## src/rtl/lcd_show_string.sv

```systemverilog
// String sequencer for the LCD character renderer.
// Walks a string held in a synchronous buffer, converts each byte to a glyph
// index, works out where the glyph goes (wrapping at the right edge, honouring
// newlines, stopping at the bottom edge) and hands one character at a time to
// the renderer, waiting for its completion pulse before moving on.
module lcd_show_string #(
    parameter int LCD_WIDTH  = 240,
    parameter int LCD_HEIGHT = 320,
    parameter int ADDR_W     = 6
) (
    input  logic              sys_clk,
    input  logic              sys_rst_n,
    input  logic              show_str_flag,
    input  logic [ADDR_W:0]   str_len,
    input  logic [8:0]        x0,
    input  logic [8:0]        y0,
    input  logic              en_size,
    output logic [ADDR_W-1:0] str_addr,
    input  logic [7:0]        str_data,
    input  logic              show_char_done,
    output logic              show_char_flag,
    output logic [6:0]        ascii_num,
    output logic [8:0]        start_x,
    output logic [8:0]        start_y,
    output logic              char_size,
    output logic              busy,
    output logic              show_str_done,
    output logic              truncated
);

    typedef enum logic [2:0] {
        S_IDLE,
        S_CHECK,
        S_FETCH,
        S_DECODE,
        S_ISSUE,
        S_WAIT,
        S_DONE
    } state_t;

    // Panel limits widened so edge tests never wrap around.
    localparam logic [9:0]  LCD_W10 = 10'(LCD_WIDTH);
    localparam logic [9:0]  LCD_H10 = 10'(LCD_HEIGHT);
    localparam logic [ADDR_W:0] IDX_ONE = (ADDR_W+1)'(1);

    state_t            state_q, state_d;
    logic [8:0]        x0_q, x0_d;
    logic [ADDR_W:0]   len_q, len_d;
    logic              size_q, size_d;
    logic [8:0]        cur_x_q, cur_x_d;
    logic [8:0]        cur_y_q, cur_y_d;
    logic [ADDR_W:0]   idx_q, idx_d;
    logic [ADDR_W-1:0] str_addr_q, str_addr_d;
    logic [6:0]        ascii_q, ascii_d;
    logic [8:0]        start_x_q, start_x_d;
    logic [8:0]        start_y_q, start_y_d;
    logic              flag_q, flag_d;
    logic              done_q, done_d;
    logic              trunc_q, trunc_d;

    logic [9:0]        cw, ch;
    logic [9:0]        x_end, y_end;

    // Glyph cell size for the latched font and where the current cell would end.
    always_comb begin
        cw    = size_q ? 10'd8  : 10'd6;
        ch    = size_q ? 10'd16 : 10'd12;
        x_end = {1'b0, cur_x_q} + cw;
        y_end = {1'b0, cur_y_q} + ch;
    end

    // Next-state logic: placement decisions, buffer fetch and renderer handshake.
    always_comb begin
        state_d    = state_q;
        x0_d       = x0_q;
        len_d      = len_q;
        size_d     = size_q;
        cur_x_d    = cur_x_q;
        cur_y_d    = cur_y_q;
        idx_d      = idx_q;
        str_addr_d = str_addr_q;
        ascii_d    = ascii_q;
        start_x_d  = start_x_q;
        start_y_d  = start_y_q;
        flag_d     = 1'b0;
        done_d     = 1'b0;
        trunc_d    = trunc_q;

        case (state_q)
            S_IDLE: begin
                if (show_str_flag) begin
                    x0_d    = x0;
                    len_d   = str_len;
                    size_d  = en_size;
                    cur_x_d = x0;
                    cur_y_d = y0;
                    idx_d   = '0;
                    trunc_d = 1'b0;
                    state_d = S_CHECK;
                end
            end
            S_CHECK: begin
                if (idx_q == len_q) begin
                    done_d  = 1'b1;
                    state_d = S_DONE;
                end else if (y_end > LCD_H10) begin
                    trunc_d = 1'b1;
                    done_d  = 1'b1;
                    state_d = S_DONE;
                end else if (x_end > LCD_W10) begin
                    if (cur_x_q == x0_q) begin
                        // The origin column itself cannot hold a glyph.
                        trunc_d = 1'b1;
                        done_d  = 1'b1;
                        state_d = S_DONE;
                    end else begin
                        // Wrap to the next line; re-check it before drawing.
                        cur_x_d = x0_q;
                        cur_y_d = y_end[8:0];
                    end
                end else begin
                    str_addr_d = idx_q[ADDR_W-1:0];
                    state_d    = S_FETCH;
                end
            end
            S_FETCH: begin
                state_d = S_DECODE;
            end
            S_DECODE: begin
                if (str_data == 8'h0A) begin
                    cur_x_d = x0_q;
                    cur_y_d = y_end[8:0];
                    idx_d   = idx_q + IDX_ONE;
                    state_d = S_CHECK;
                end else begin
                    if (str_data >= 8'h20 && str_data <= 8'h7E) begin
                        ascii_d = 7'(str_data - 8'h20);
                    end else begin
                        ascii_d = 7'd0;
                    end
                    start_x_d = cur_x_q;
                    start_y_d = cur_y_q;
                    flag_d    = 1'b1;
                    state_d   = S_ISSUE;
                end
            end
            S_ISSUE: begin
                state_d = S_WAIT;
            end
            S_WAIT: begin
                if (show_char_done) begin
                    cur_x_d = x_end[8:0];
                    idx_d   = idx_q + IDX_ONE;
                    state_d = S_CHECK;
                end
            end
            S_DONE: begin
                state_d = S_IDLE;
            end
            default: begin
                state_d = S_IDLE;
            end
        endcase
    end

    // State and datapath registers; reset clears everything at once.
    always_ff @(posedge sys_clk or negedge sys_rst_n) begin
        if (!sys_rst_n) begin
            state_q    <= S_IDLE;
            x0_q       <= '0;
            len_q      <= '0;
            size_q     <= 1'b0;
            cur_x_q    <= '0;
            cur_y_q    <= '0;
            idx_q      <= '0;
            str_addr_q <= '0;
            ascii_q    <= '0;
            start_x_q  <= '0;
            start_y_q  <= '0;
            flag_q     <= 1'b0;
            done_q     <= 1'b0;
            trunc_q    <= 1'b0;
        end else begin
            state_q    <= state_d;
            x0_q       <= x0_d;
            len_q      <= len_d;
            size_q     <= size_d;
            cur_x_q    <= cur_x_d;
            cur_y_q    <= cur_y_d;
            idx_q      <= idx_d;
            str_addr_q <= str_addr_d;
            ascii_q    <= ascii_d;
            start_x_q  <= start_x_d;
            start_y_q  <= start_y_d;
            flag_q     <= flag_d;
            done_q     <= done_d;
            trunc_q    <= trunc_d;
        end
    end

    assign str_addr       = str_addr_q;
    assign show_char_flag = flag_q;
    assign ascii_num      = ascii_q;
    assign start_x        = start_x_q;
    assign start_y        = start_y_q;
    assign char_size      = size_q;
    assign busy           = (state_q != S_IDLE);
    assign show_str_done  = done_q;
    assign truncated      = trunc_q;

endmodule
```

## config.mk

```make
export PLATFORM = sky130hd
export DESIGN_NAME = lcd_show_string
export DESIGN_NICKNAME = d
export VERILOG_FILES = /design/src/rtl/lcd_show_string.sv
export SDC_FILE = /design/constraint.sdc
export NUM_CORES = 1
export LEC_CHECK = 0
export ABC_CLOCK_PERIOD_IN_PS = 3100
export BUFFER_PORTS_ARGS = -buffer_cell sky130_fd_sc_hd__buf_2
export CORE_ASPECT_RATIO = 0.5
export CORE_MARGIN = 3
export CORE_UTILIZATION = 50
export DETAILED_ROUTE_END_ITERATION = 16
export PLACE_DENSITY = 0.77
export SLEW_MARGIN = 5
export SYNTH_ARGS = -nofsm -noshare
export SYNTH_HDL_FRONTEND = slang
export SYNTH_SLANG_ARGS = --single-unit
```

## constraint.sdc

```tcl
create_clock -name sys_clk -period 3.1 [get_ports sys_clk]
set_input_delay 0.62 -clock sys_clk [delete_from_list [all_inputs] [get_ports sys_clk]]
set_output_delay 0.62 -clock sys_clk [all_outputs]
set_load 0.03 [all_outputs]
```

Yosys cells after proc, flatten, opt, wreduce, memory -nomap -nowiden:

Index checks and enable logic that the tools add are counted.

* register bits: 79
* latch bits: 0
* RAM bits: 0
* memory bits (read-only): 0
* bits of input ports: 38
* output and inout bits: 36
* memories kept: 0

* add/sub/neg operators: 4
* multipliers: 0
* div/mod/pow operators: 0
* magnitude comparators: 4
* eq/ne operators: 18
* shift-type cells: 0
* mux-type cells: 43
* bitwise operators: 4
* reductions and logical operators: 15

Operators with widths (count)
* $mux 9: 13
* $pmux 9 s4: 1
* $mux 7: 4
* $pmux 9 s3: 1
* $mux 3: 7
* $pmux 7 s3: 1
* $pmux 3 s6: 1
* $ne 2x2->1 const B: 7
* $mux 1: 12
* $add 9x4->10: 1
* $add 9x5->10: 1
* $gt 10x8->1 const B: 1
* $gt 10x9->1 const B: 1
* $eq 9x9->1: 1
* $reduce_bool 3->1: 3
* $eq 8x4->1 const B: 1
* $ge 8x6->1 const B: 1
* $le 8x7->1 const B: 1
* $reduce_and 4->1: 2
* $reduce_and 8->1: 1
* $add 7x1->7 const B: 1
* $eq 7x7->1: 1
* $reduce_and 7->1: 1
* $sub 7x6->7 const B: 1
* 16 further kinds: 23

Logic depth before layout (Yosys ltp):

Gate-level depths: netlist of run 1.

* depth in word-level cells: 7
* gate-level depth with buffers: 10
* depth with buffers taken out: 10

Worst setup path before layout of run 1:

OpenSTA, ideal clock, no wires.

* kind: reg2reg
* start point: register size_q, in the netlist char_size
* end point: register str_addr_q[0], in the netlist str_addr[0]
* data arrival time: 3296 ps
* slack: -321 ps
* stages on the path, launching flop included: 11
* buffers on the path: 0
* cells stage by stage: dfrtp_1 inv_1 ha_1 fa_1 nor3_2 nand2_1 a311o_1 o311a_1 or3_4 nor2_8 mux2_4

* word-level cells in the longest chain between the ends: 5
* elaborated cells between the ends (all ways): 9
* classes of those cells: 2 x add/sub; 2 x order compare; 2 x mux; 2 x bitwise; 1 x reduce/logical

Ends and longest elaborated chain
* from (decl): RTL line 49 `logic size_q, size_d;`
* from (signal assigned): RTL line 187 `size_q <= size_d;`
* $mux 4 or $mux 5 (tied branches): RTL line 66, 67
* $add 9x4->10 or $add 9x5->10 (tied branches): RTL line 68, 69
* $gt 10x8->1 or $gt 10x9->1 (tied branches): RTL line 110, 106
* $not 1->1 (no source line)
* $reduce_and 4->1 (no source line) *
* to (signal assigned): RTL line 191 `str_addr_q <= str_addr_d;`
* to (decl): RTL line 53 `logic [ADDR_W-1:0] str_addr_q, str_addr_d;`

Mark *: on every way between the ends. The rest lies on a longest branch, timed or not.
A chain may end at the register's enable or synchronous reset.

Final worst setup path of run 1:

* start point: register size_q, in the netlist char_size
* end point: register str_addr_q[3], in the netlist str_addr[3]

Same word-level chain as after synthesis.

==> out/summary.txt, run 1 <==
unrepaired setup endpoints after global routing: yes
cts bufs inserted: 9
synth warn: 0
clock sink count: 79
worst hold path class: in -> async
post-DP HPWL: 8820 um
Synth top area share: 43.3%
Synth Cell Area: 0.00457 mm^2
clock skew: 6.87 ps
gr busiest metal: met2
met3 Resource Use GR: 5.40%
Via Count: 4,250
area of the core: 0.00843 mm^2
Post-synth ARST share: 100%
DRC: 0
WS Path Type: reg -> reg
M1 GR Usage: 36.0%
Final Cycle Share: 99.2%
top cells by area in the synthesized netlist: dfrtp_1, nand2_1, a21oi_1
Pwr Density: 1260 mW/mm^2
final instance area: 0.00556 mm^2
M2 GR Usage: 37.4%
Avg Vias per Cell: 5.94
Overflow after GRT: 0
layout cells sized above 1: 24.7%
Placer Congestion: 0.919
slew at the pin closest to its max-slew limit: 679 ps
Worst slew margin: 54.7%
Max FO, Critical Path: 6
maximum capacitance violations: 0
Setup TNS: 0 ps
die height: 73.6 um
status: finished clean
#FFs+latches synth: 79
most frequent cell after synthesis: nand2_1
Gate Count Post-Synth: 523
crit end category: flop
die width: 141 um
Fmax achieved: 0.325 GHz
Clock Pin Slew Worst Setup and Hold Paths: 60 ps
setup ws final: 24.0 ps
synthesized area per cell: 8.74 um^2
register area share after synthesis: 43.3%
synth cell count leaders: nand2_1, dfrtp_1, a21oi_1, clkbuf_1, nor2_1
CTS max path bufs: 2
Finish-stage setup viols: 0
CTS tree: yes
Routed Antenna Nets: 0
CP required: 3320 ps
Leak Pwr: 2.68 nW
vias in the first global route: 3,856
placed instance area: 0.00516 mm^2
Syn Nets: 571
ant diodes: 0
maximum VDD drop: 0.642 mV
Initial Utilization: 54.2%
Max Slew Vio Count: 0
Post-synth top flop: dfrtp_1
Util after Layout: 65.9%
Unique masters post-synth: 63
Final Hold Viols: 0
largest net degree at the start of global routing: 52
DR iter-0 viols: 413
FILL cells: 687
Placement Setup Slack: -59.2 ps
Yosys top cell by area: dfrtp_1
Routed WL: 12,500 um
Ports: 74
area delta synth->final: 21.6%
antenna violations before repair: 0
First-pass DRT Iterations: 5
CP Launch Type: flop
Placement Rows: 23
average wire per standard cell: 17.4 um
CTS H-tree lvls: 3
total track usage: 24.8%
Worst-Skew Late Latency: 340 ps
Die ar.: 0.0104 mm^2
Tmin final: 3080 ps
critical path arrival: 3290 ps
first-pass GRT wire length: 20,100 um
Root Buffer: clkbuf_16
# nets final: 648
hold_ws: 310 ps
depth of the worst register-to-register path: 10
number of hold buffers added after CTS: 0
EDFF count, synth: 0
PortBufs: 73
==> critical path, stage by stage (launching register included) <==
cell,delay (ps)
dfrtp_2,430
inv_4,100
ha_4,150
fa_1,450
nor3_2,210
a211oi_1,100
a311o_1,330
o311a_1,330
or3_4,370
nor2_8,180
mux2_4,320
==> flip-flops by register name, indices dropped and copies added (netlist names), 7 cells and up <==
register	flops
idx_q	7
start_y	9
ascii_num	7
cur_x_q	9
x0_q	9
start_x	9
len_q	7
cur_y_q	9
==> final timing paths <==
kind                                                end                   start  slack, ps
worst min-delay path               len_q[1]$_DFFE_PN0P_               sys_rst_n        310
worst min register to register   start_x[4]$_DFFE_PN0P_  start_x[4]$_DFFE_PN0P_        470
max in group asynchronous        start_x[4]$_DFFE_PN0P_               sys_rst_n       2200
worst max-delay path            str_addr[3]$_DFFE_PN0P_   char_size$_DFFE_PN0P_         20
min in group sys_clk             start_x[4]$_DFFE_PN0P_  start_x[4]$_DFFE_PN0P_        470
worst max register to register  str_addr[3]$_DFFE_PN0P_   char_size$_DFFE_PN0P_         20
==> final cells by class <==
cell class | count | area, um^2 | area share, %
well taps | 112 | 140 | 2.52
flip-flops and latches | 79 | 1980 | 35.6
multi-input cells | 401 | 2470 | 44.4
clock inverters | 4 | 95.1 | 1.71
repair buffers | 101 | 603 | 10.9
clock buffers | 10 | 239 | 4.30
inverters | 8 | 32.5 | 0.586
==> per-layer routing <==
layer,share of wire (%),vias to the layer above
met4,1.6,0
met5,0,-
li1,-,1998
met2,44,218
met3,9.0,27
met1,46,2007
==> kinds of logic (layout without fill, tap and decap cells) <==
| family | after synthesis | in the layout | share of synthesized area, % |
|---|---|---|---|
| DFF | 79 | 79 | 43.3 |
| AOI/OAI and AO/OA | 127 | 127 | 18.6 |
| buffers and inverters | 43 | 123 | 3.78 |
| adders and majority gates | 10 | 10 | 3.07 |
| muxes | 12 | 12 | 3.45 |
| xor gates and xnor gates | 19 | 19 | 3.81 |
| and+or+nand+nor | 233 | 233 | 24.0 |
==> where the power goes <==
group / switching (W) / internal, W / total, W
logic: 0.00233 / 0.00158 / 0.00390
registers: 0.000437 / 0.00145 / 0.00189
clock network: 0.000398 / 0.000798 / 0.00120
total: 0.00316 / 0.00383 / 0.00699
==> layout by cell type (no fill, tap or decap), types with 5 or more instances in the layout <==
master / Yosys / layout
xor2_1: 6 / 6
and3_1: 6 / 6
nor2_1: 21 / 21
nand3_1: 9 / 9
mux2_4: 6 / 6
dfrtp_1: 79 / 78
inv_1: 7 / 6
nor3_1: 8 / 8
a31oi_1: 8 / 8
and2_1: 5 / 5
nand4_1: 7 / 7
buf_2: 8 / 72
a21o_1: 5 / 5
o22ai_1: 5 / 5
a211oi_1: 6 / 6
nor2b_1: 7 / 7
a21oi_1: 38 / 37
clkbuf_16: 0 / 9
o211ai_1: 6 / 6
mux2_2: 5 / 5
o21ai_0: 18 / 18
nand2_1: 142 / 141
xnor2_1: 12 / 12
a22o_1: 6 / 6
ha_1: 8 / 7
buf_4: 0 / 27
==> timing repair <==
item                                   CTS  global route
setup endpoints to repair                9            22
endpoints found under the hold margin    0             0
setup buffers                            0             4
cloned                                   0             0
pin swaps                                0             1
resized for setup                        2             3
==> through the flow <==
stage          total power, W  cells
4_1_cts               0.00686    711
5_1_grt               0.00747    715
3_3_place_gp          0.00554    697
2_1_floorplan         0.00455    523
6_report              0.00699    715
3_5_place_dp          0.00559    697
No activity file was read; power rests on OpenSTA's default activity.
==> run 2, diff against run 1 <==
--- a/config.mk
+++ b/config.mk
@@ -5,9 +5,8 @@
 export SDC_FILE = /design/constraint.sdc
 export NUM_CORES = 1
 export LEC_CHECK = 0
-export ABC_CLOCK_PERIOD_IN_PS = 3100
 export BUFFER_PORTS_ARGS = -buffer_cell sky130_fd_sc_hd__buf_2
-export CORE_ASPECT_RATIO = 0.5
+export CORE_ASPECT_RATIO = 1.4
 export CORE_MARGIN = 3
 export CORE_UTILIZATION = 50
 export DETAILED_ROUTE_END_ITERATION = 16
==> run 2 against run 1 <==
  * Sequential power barely moved
  * Cell count down 1.3%
  * Final area down 1.8%
  * First-iteration DRC count down 40%
  * Global-route usage fell by 0.14 points
  * Worst hold slack improved by 120 ps
  * Critical endpoint unchanged
  * Largest power group unchanged
==> out/summary.txt, run 2 (synthesis results as in run 1) <==
clock group share of total power: 15.4%
DRC: 0
Avg Vias per Cell: 5.92
PortBufs: 73
Fmax achieved: 0.326 GHz
vias in the first global route: 4,155
Finish-stage setup viols: 0
average wire per standard cell: 17.4 um
Max FO, Critical Path: 6
Overflow after GRT: 0
die height: 119 um
cts bufs inserted: 9
CP max-delay cell: fa_1
FILL cells: 763
Clock Pin Slew Worst Setup and Hold Paths: 60 ps
maximum VDD drop: 0.664 mV
slowest cell delay on critical path: 440 ps
unrepaired setup endpoints after global routing: yes
crit path cell chain: inv_4 -> ha_4 -> fa_1 -> nor3_2 -> a211oi_1 -> a311o_1 -> o311a_1 -> or3_4 -> nor2_8 -> mux2_4
largest net degree at the start of global routing: 80
CTS max path bufs: 2
combinational share of power: 56.7%
Root Buffer: clkbuf_16
Reg power frac: 28.0%
commonest non-fill, non-tap cells in the layout: nand2_1, dfrtp_1, buf_2
Placer Congestion: 0.874
multi-input combinational cell area: 0.00247 mm^2
Tot Pwr: 0.00673 W
total track usage: 24.6%
post-DP HPWL: 8780 um
area delta synth->final: 19.4%
Routed WL: 12,300 um
WS Path Type: reg -> reg
area of the core: 0.00876 mm^2
maximum capacitance violations: 0
Worst-Skew Late Latency: 340 ps
CTS H-tree lvls: 3
clock sink count: 79
critical path arrival: 3280 ps
Ports: 74
Switch Pwr: 0.00310 W
First-pass DRT Iterations: 4
Leak Pwr: 2.64 nW
switching share of power: 46.1%
Initial Utilization: 52.2%
# nets final: 644
Tmin final: 3060 ps
status: finished clean
Final Cycle Share: 98.8%
commonest non-fill, non-tap cell in the layout: nand2_1
Final Hold Viols: 0
die width: 86.8 um
CP required: 3320 ps
crit end category: flop
Pwr Density: 1230 mW/mm^2
worst hold path class: in -> async
layout cells sized above 1: 24.3%
Die ar.: 0.0103 mm^2
ant diodes: 0
FF+latch area: 0.00198 mm^2
Util after Layout: 62.3%
clock skew: 3.91 ps
CTS tree: yes
Via Count: 4,181
slew at the pin closest to its max-slew limit: 1010 ps
CP Launch Type: flop
Int Power: 0.00363 W
Routed Antenna Nets: 0
antenna violations before repair: 0
Max Slew Vio Count: 0
Placement Rows: 40
DR iter-0 viols: 248
first-pass GRT wire length: 20,200 um
Worst slew margin: 32.8%
run 2: changes by cell type in the layout (fill, tap and decap cells not counted):
cell	before	now
o21ai_2	0	1
buf_4	27	24
bufinv_16	3	1
o21ai_0	18	17
buf_12	2	0
buf_6	0	1
clkbuf_1	0	2
clkinv_2	1	3
o311ai_2	0	1
a21oi_4	0	1
a21oi_2	3	2
o311ai_4	1	0
run 2: worst paths after layout:
kind / start / endpoint / slack (ps) / cells after the start
min: sys_rst_n / ascii_num[6]$_DFFE_PN0P_ / 430 / 1
max in group asynchronous: sys_rst_n / char_size$_DFFE_PN0P_ / 1970 / 1
min reg2reg: start_x[7]$_DFFE_PN0P_ / start_x[7]$_DFFE_PN0P_ / 470 / 2
max: char_size$_DFFE_PN0P_ / str_addr[3]$_DFFE_PN0P_ / 40 / 10
min in group sys_clk: start_x[7]$_DFFE_PN0P_ / start_x[7]$_DFFE_PN0P_ / 470 / 2
max reg2reg: char_size$_DFFE_PN0P_ / str_addr[3]$_DFFE_PN0P_ / 40 / 10
run 2: area by class of cell:
class                   instances  share of cell area (%)
well taps                     105                    2.41
clock inverters                 4                   0.826
clock buffers                  12                    4.52
multi-input cells             401                    45.3
inverters                       8                   0.596
repair buffers                 97                    10.1
flip-flops and latches         79                    36.3
run 2: power groups by stage:
stage	Combinational (W)	Clock, W	Sequential [W]
after floorplan	0.00247	0	0.00208
after global placement	0.00365	0	0.00186
after detailed placement	0.00371	0	0.00189
after CTS	0.00376	0.00106	0.00188
after global routing	0.00418	0.00110	0.00194
final	0.00381	0.00103	0.00188
run 2: critical path, delay by kind of cell (launching register included):
kind            cells  cell delay (ps)
flops               1              420
mux                 1              320
compound gates      3              740
simple gates        3              770
fa+ha+maj           2              590
buf+inv             1              100
run 2: per-layer routing:
layer	track usage, %	part of all wire (%)
met5	0	0
met4	13.3	3.1
met3	4.15	5.5
met2	41.0	51
met1	29.8	41
run 2: stage by stage:
stage	instances	hold slack, ps	setup TNS [ps]	setup WS [ps]	cell area (um^2)
floorplan	523	324	0	64.6	4590
global placement	690	452	0	103	5130
detailed placement	690	460	-210	-34.6	5130
CTS	706	460	0	10.0	5430
global route	706	468	-789	-86.8	5450
finish	706	427	0	36.6	5450
run 2: what timing repair did:
item	CTS	global route
setup buffers	0	0
hold buffers	0	0
pin swaps	0	3
setup endpoints to repair	12	25
gates resized for setup	2	6
==> run 3, diff against run 2 <==
--- a/config.mk
+++ b/config.mk
@@ -5,10 +5,12 @@
 export SDC_FILE = /design/constraint.sdc
 export NUM_CORES = 1
 export LEC_CHECK = 0
+export ABC_AREA = 1
 export BUFFER_PORTS_ARGS = -buffer_cell sky130_fd_sc_hd__buf_2
 export CORE_ASPECT_RATIO = 1.4
 export CORE_MARGIN = 3
 export CORE_UTILIZATION = 50
+export CTS_CLUSTER_SIZE = 24
 export DETAILED_ROUTE_END_ITERATION = 16
 export PLACE_DENSITY = 0.77
 export SLEW_MARGIN = 5
==> run 3 against run 2 <==
  * Setup slack improved by 380 ps
  * Total power shrank 7.7%
  * First-iteration DRC count is 1.2% lower
  * Clock power is 6% lower
  * Synthesized cell count increased by 7.6%
  * Die area shrank 2.5%
  * Register-to-register slack better by 380 ps
  * Largest cell class unchanged
==> out/summary.txt, run 3 <==
status: finished clean
fin cells: 748
Worst slew margin: 34.7%
average wire per standard cell: 14.2 um
crit end category: flop
top cells by area in the synthesized netlist: dfrtp_1, nand2_1, inv_1
Root Buffer: clkbuf_16
CP Launch Type: flop
Post-synth top flop: dfrtp_1
Synth Cell Area: 0.00445 mm^2
multi-input combinational cell area: 0.00213 mm^2
Die ar.: 0.0101 mm^2
WS Path Type: reg -> reg
setup ws final: 412 ps
most frequent cell after synthesis: nand2_1
clock skew: 9.48 ps
Util after Layout: 60.2%
vias in the first global route: 3,959
Placer Congestion: 0.940
area of the core: 0.00861 mm^2
die height: 118 um
Syn Nets: 611
Final Cycle Share: 86.7%
# nets final: 687
worst hold path class: in -> async
Final Hold Viols: 0
FILL cells: 799
CTS tree: yes
maximum capacitance violations: 0
Max FO, Critical Path: 16
register area share after synthesis: 44.4%
maximum VDD drop: 0.567 mV
Placement Setup Slack: 288 ps
Leak Pwr: 2.77 nW
antenna violations before repair: 0
Worst-Skew Late Latency: 330 ps
Avg Vias per Cell: 5.22
unrepaired setup endpoints after global routing: no
FF+latch area: 0.00198 mm^2
Finish-stage setup viols: 0
Fmax achieved: 0.372 GHz
#FFs+latches synth: 79
Yosys top cell by area: dfrtp_1
Max Slew Vio Count: 0
commonest non-fill, non-tap cell in the layout: nand2_1
Routed Antenna Nets: 0
layout cells sized above 1: 22.6%
CTS max path bufs: 2
CP required: 3320 ps
clock sink count: 79
hold_ws: 440 ps
total track usage: 22.4%
area delta synth->final: 16.5%
critical path arrival: 2900 ps
first-pass GRT wire length: 17,800 um
First-pass DRT Iterations: 4
Unique masters post-synth: 44
synth cell count leaders: nand2_1, dfrtp_1, inv_1, nor2_1, o21ai_0
Synth top area share: 44.4%
DRC: 0
largest net degree at the start of global routing: 80
Ports: 74
Initial Utilization: 51.7%
synth warn: 0
Tmin final: 2690 ps
post-DP HPWL: 7990 um
Post-synth ARST share: 100%
Gate Count Post-Synth: 563
Routed WL: 10,600 um
Setup TNS: 0 ps
Overflow after GRT: 0
Placement Rows: 40
Pwr Density: 1200 mW/mm^2
Via Count: 3,901
PortBufs: 73
Clock Pin Slew Worst Setup and Hold Paths: 60 ps
synthesized area per cell: 7.90 um^2
r2r setup slk: 410 ps
Post-CTS Setup Bufs: 0
cts bufs inserted: 9
EDFF count, synth: 0
commonest non-fill, non-tap cells in the layout: nand2_1, dfrtp_1, buf_2
die width: 85.7 um
DR iter-0 viols: 245
slew at the pin closest to its max-slew limit: 980 ps
CTS H-tree lvls: 3
CTS resizes: 0
ant diodes: 0
dpl cells: 733
number of hold buffers added after CTS: 0
-- run 3: power breakdown --
part	total, W	switching [W]	internal (W)
Combinational	0.00338	0.00229	0.00109
Sequential	0.00186	0.000378	0.00148
Clock	0.000972	0.000392	0.000580
-- run 3: cells by family (layout without fill, tap and decap cells) --
logic type,after synthesis,after routing,share of synthesized area (%)
buffers and inverters,83,163,7.74
DFF,79,79,44.4
and+or+nand+nor,294,294,29.7
AOI/OAI and AO/OA,82,82,12.0
adders and majority gates,10,10,3.15
xor gates and xnor gates,15,15,2.95
-- run 3: worst paths after layout --
check,start,end,cells after the start
max in group asynchronous,sys_rst_n,len_q[3]$_DFFE_PN0P_,1
worst min-delay path,sys_rst_n,start_y[5]$_DFFE_PN0P_,1
worst max register to register,char_size$_DFFE_PN0P_,cur_x_q[4]$_DFFE_PN0P_,15
worst max-delay path,char_size$_DFFE_PN0P_,cur_x_q[4]$_DFFE_PN0P_,15
min in group sys_clk,start_y[2]$_DFFE_PN0P_,start_y[2]$_DFFE_PN0P_,2
worst min register to register,start_y[2]$_DFFE_PN0P_,start_y[2]$_DFFE_PN0P_,2
-- run 3: final cells by class --
cell class	instances	share of cell area [%]
Clock inverter	3	0.362
Timing Repair Buffer	77	7.68
Tap cell	105	2.54
Sequential cell	79	38.2
Inverter	71	5.22
Clock buffer	12	4.95
Multi-Input combinational cell	401	41.1
-- run 3: stage by stage --
| step | area (um^2) | total power [W] |
|---|---|---|
| floorplan | 4450 | 0.00444 |
| global placement | 4900 | 0.00517 |
| detailed placement | 4900 | 0.00525 |
| CTS | 5180 | 0.00624 |
| global route | 5180 | 0.00674 |
| finish | 5180 | 0.00621 |
-- run 3: routing by layer --
metal | routed length, um | GRT usage [%]
met1 | 4140 | 25.2
met2 | 5760 | 38.9
met3 | 516 | 4.83
met4 | 220 | 11.6
met5 | 0 | 0
-- run 3: worst max-delay path, cell delays in order, from the launching register on --
cell     delay [ps]
dfrtp_1         400
inv_1           250
ha_1            250
fa_1            450
nor2_1          120
nand2_1          60
nor2_1          100
nand3_1          80
nand2_1          60
nand2_1          60
nand2_1          60
nand2_1         100
nand2_2         130
nand3_4         230
nand2_1         150
o21ai_2          50
